`src/rtl/counter_pkg.sv`:
```
// Shared definitions for the sequential counter library: FSM state encoding
// and the common legality check on counter width.
package counter_pkg;

    localparam logic [1:0] ST_IDLE = 2'd0;
    localparam logic [1:0] ST_RUN  = 2'd1;
    localparam logic [1:0] ST_DONE = 2'd2;

    localparam int MIN_WIDTH = 2;

    function automatic bit width_ok(input int n);
        return n >= MIN_WIDTH;
    endfunction

endpackage

```
`src/rtl/sync_down_counter_nbit.sv`:
```
// Loadable N-bit down counter used as an interval/timeout timer, with
// terminal-count pulse, one-shot or auto-reload behaviour and an IDLE/RUN/DONE FSM.
module sync_down_counter_nbit #(
    parameter int N = 8
) (
    input  logic         clk,
    input  logic         rst_n,
    input  logic         en,
    input  logic         load,
    input  logic [N-1:0] load_val,
    input  logic         auto_reload,
    output logic [N-1:0] Q,
    output logic         tc,
    output logic         busy,
    output logic         done,
    output logic         zero
);
    import counter_pkg::*;

    if (!width_ok(N)) begin : g_width_check
        $error("sync_down_counter_nbit: N must be at least 2");
    end

    localparam logic [N-1:0] ONE = {{(N-1){1'b0}}, 1'b1};

    logic [1:0]   state;
    logic [N-1:0] reload_reg;
    logic         terminal;

    assign terminal = (state == ST_RUN) && en && (Q == ONE);

    // Load always wins over counting; the unused encoding falls back to IDLE.
    always_ff @(posedge clk or negedge rst_n) begin
        if (!rst_n) begin
            state <= ST_IDLE;
        end else if (load) begin
            state <= (load_val != '0) ? ST_RUN : ST_IDLE;
        end else begin
            case (state)
                ST_IDLE: state <= ST_IDLE;
                ST_RUN:  if (terminal && !auto_reload) state <= ST_DONE;
                ST_DONE: state <= ST_DONE;
                default: state <= ST_IDLE;
            endcase
        end
    end

    always_ff @(posedge clk or negedge rst_n) begin
        if (!rst_n) begin
            Q          <= '0;
            reload_reg <= '0;
            tc         <= 1'b0;
        end else if (load) begin
            Q          <= load_val;
            reload_reg <= load_val;
            tc         <= 1'b0;
        end else if (state == ST_RUN && en) begin
            if (Q == ONE) begin
                tc <= 1'b1;
                Q  <= auto_reload ? reload_reg : '0;
            end else begin
                // Zero is only reachable through a zero load, which parks in IDLE.
                tc <= 1'b0;
                if (Q != '0) Q <= Q - ONE;
            end
        end else begin
            tc <= 1'b0;
        end
    end

    assign busy = (state == ST_RUN);
    assign done = (state == ST_DONE);
    assign zero = (Q == '0);

endmodule

```
`config.mk`:
```
export PLATFORM = sky130hd
export DESIGN_NAME = sync_down_counter_nbit
export DESIGN_NICKNAME = d
export VERILOG_FILES = /design/src/rtl/counter_pkg.sv /design/src/rtl/sync_down_counter_nbit.sv
export SDC_FILE = /design/constraint.sdc
export NUM_CORES = 1
export LEC_CHECK = 0
export CAP_MARGIN = 10
export CORE_UTILIZATION = 25
export DETAILED_ROUTE_END_ITERATION = 8
export GPL_ROUTABILITY_DRIVEN = 0
export PLACE_DENSITY_LB_ADDON = 0.2
export SLEW_MARGIN = 20
export SYNTH_ARGS = -nofsm -noshare
export SYNTH_HDL_FRONTEND = slang
export SYNTH_SLANG_ARGS = --single-unit
```
`constraint.sdc`:
```
create_clock -name clk -period 2.4 [get_ports clk]
set_clock_uncertainty 0.2 [all_clocks]
set_input_delay 0.48 -clock clk [delete_from_list [all_inputs] [get_ports clk]]
set_output_delay 0.48 -clock clk [all_outputs]
set_load 0.005 [all_outputs]
```
==> impl_metrics.env <==
export IMPL_dp_cells=204
export IMPL_ys_types=43
export IMPL_yosys_area_top_type_share_pct=39.75
export IMPL_track_usage_pct=14.15
export IMPL_hold_viol=0
export IMPL_drcViolationCount=2
export IMPL_io_buffers=24
export IMPL_grt_pass1_wl_um=5492
export IMPL_setup_violations_final=0
export IMPL_diodes=0
export IMPL_yosys_top_cells_area="dfrtp_1 (40%), ha_1 (5.2%), nand2_1 (4.1%), inv_1 (3.8%), o21ai_0 (2.9%)"
export IMPL_core_mm2=0.004474
export IMPL_power_leakage_nw=0.6952
export IMPL_start_util_pct=26.73
export IMPL_grtUsageMet3_pct=2.564
export IMPL_wl_per_cell_um=15.15
export IMPL_nets=177
export IMPL_arrival_ps=1530
export IMPL_syn_to_final_growth_pct=36.82
export IMPL_fin_tns_setup_ps=0
export IMPL_grt_max_degree=20
export IMPL_netlist_area_mm2=0.001196
export IMPL_synth_edf_count=0
export IMPL_slew_limit_headroom_pct=74.20
export IMPL_async_reset_ff_share_pct=100.0
export IMPL_synth_fp_nets=141
export IMPL_vias=1064
export IMPL_critPathKind="reg -> out"
export IMPL_ys_ff_latch=19
export IMPL_grt_ovfl_total=0
export IMPL_cts_made_buffers=3
export IMPL_synth_cells=123
export IMPL_ys_seq_area_share_pct=39.75
export IMPL_cts_path_max_buffers=2
export IMPL_wirelength_um=3181
export IMPL_grtUsageMet1_pct=19.54
export IMPL_hpwl_um=2392
export IMPL_outcome="finished with violations"
export IMPL_synth_area_per_cell_um2=9.725
export IMPL_ios=25
export IMPL_htree_levels=1
export IMPL_stdcell_count=210
export IMPL_end_kind="primary output"
export IMPL_cts_clk_slew_worst_paths_ps=80
export IMPL_worstMarginPinSlew_ps=377.2
export IMPL_period_needed_ps=2214
export IMPL_cap_violations=0
export IMPL_peakVddDrop_uv=169.5
export IMPL_drtPass1Iterations=8
export IMPL_rsz0062_at_grt="no"
export IMPL_cts_sinks=19
export IMPL_final_layout_size_suffix_gt1_share_pct=21.52
export IMPL_die_y_um=71.17
export IMPL_cp_required_ps=1720
export IMPL_die_area_mm2=0.005065
export IMPL_yosysWarnings=0
export IMPL_fillCellCount=462
export IMPL_cts_root_buf="clkbuf_8"
export IMPL_busiest_layer="met2"
export IMPL_ant_nets=0
export IMPL_grt_use_met2_pct=22.12
export IMPL_p_per_area_mw_per_mm2=637.7
export IMPL_drtIter0Drc=72
export IMPL_worstSetupStartpointType="flop"
export IMPL_min_period_over_period_pct=92.26
export IMPL_max_freq_ghz=0.4516
export IMPL_violations="design-rule violations"
export IMPL_grt_antenna_before_repair=0
export IMPL_first_global_vias=1072
export IMPL_min_path_type="reg -> reg"
export IMPL_yosysTopAreaCell="dfrtp_1"
export IMPL_routed_via_density=5.067
export IMPL_die_w_um=71.17
export IMPL_yosysMostFrequentCell="dfrtp_1"
export IMPL_cts_hold_buf=0
export IMPL_cp_max_fo=6
export IMPL_maxSlewViolCount=0
export IMPL_cts_tree="done"
export IMPL_num_rows=24
export IMPL_ys_flop_type="dfrtp_1"
export IMPL_synthTopCellsByCount="dfrtp_1 (19), nand2_1 (13), inv_1 (12), o21ai_0 (7)"
export IMPL_clk_latency_ps=260
## per-layer routing
| metal | part of all wire [%] | up-vias |
|---|---|---|
| li1 | - | 529 |
| met1 | 48 | 511 |
| met2 | 48 | 22 |
| met3 | 2.9 | 2 |
| met4 | 0.85 | 0 |
| met5 | 0 | - |
## power by group
part           switching [W]  internal, W
clock               0.000111     0.000118
combinational       0.000188     0.000217
sequential         0.0000441     0.000364
## critical path, cell delays in order, from the launching register on
cell	delay (ps)
dfrtp_1	390
inv_1	90
ha_1	270
clkdlybuf4s50_1	540
## kinds of logic (layout without fill, tap and decap cells)
group,after synthesis,in the layout,synth area share (%)
DFF,19,19,39.75
xor gates and xnor gates,1,1,0.7324
and+or+nand+nor,43,43,20.92
adders and majority gates,5,5,5.230
AOI/OAI and AO/OA,35,35,24.16
muxes,3,3,2.824
buffers and inverters,17,52,6.380
## stage by stage
| stage | total power (W) | hold WS [ps] | area (µm²) | setup WS (ps) | utilization [%] |
|---|---|---|---|---|---|
| after CTS | 0.001046 | 325.3 | 1620 | 11.26 | 36.21 |
| after floorplan | 0.0006094 | -15.59 | 1196 | 285.5 | - |
| after global placement | 0.0007913 | 303.1 | 1558 | 61.01 | 34.82 |
| after global routing | 0.001124 | 336.0 | 1637 | 97.79 | 36.58 |
| after detailed placement | 0.0007929 | 304.8 | 1558 | 0.8822 | 34.82 |
| final | 0.001044 | 317.8 | 1637 | 185.8 | 36.58 |
## cell type report
class                           instances  area [µm²]  area share (%)
Clock buffer                            4       45.04           2.752
Timing Repair Buffer                   36       345.3           21.10
Inverter                               12       45.04           2.752
Tap cell                               52       65.06           3.976
Multi-Input combinational cell         87       656.9           40.14
Sequential cell                        19       479.2           29.28
## cells in the final DEF (no fill, tap or decap), drive strengths merged, types with 5 or more instances in the layout
cell type / synthesis / layout
clkdlybuf4s50: 0 / 23
dfrtp: 19 / 19
nand2: 13 / 13
inv: 12 / 12
buf: 2 / 12
o21ai: 7 / 7
nor4: 7 / 7
nor2: 5 / 5
ha: 5 / 5
## worst paths after layout
kind / startpoint / end / slack [ps] / depth (start not counted)
min reg2reg: reload_reg[0] / reload_reg[0] / 320 / 1
max in group asynchronous: rst_n / Q[4] / 1420 / 2
max: state[1] / busy / 190 / 3
min in group asynchronous: rst_n / Q[3] / 360 / 2
max reg2reg: Q[3] / Q[5] / 200 / 5
min: reload_reg[0] / reload_reg[0] / 320 / 1
## repair_timing
item                       4_1_cts  5_1_grt
cloned                           0        0
setup endpoints to repair        1        3
resized for setup                2        4
setup buffers                    1        1
pin swaps                        0        2
Note: power is estimated with default switching activity, not from simulation.
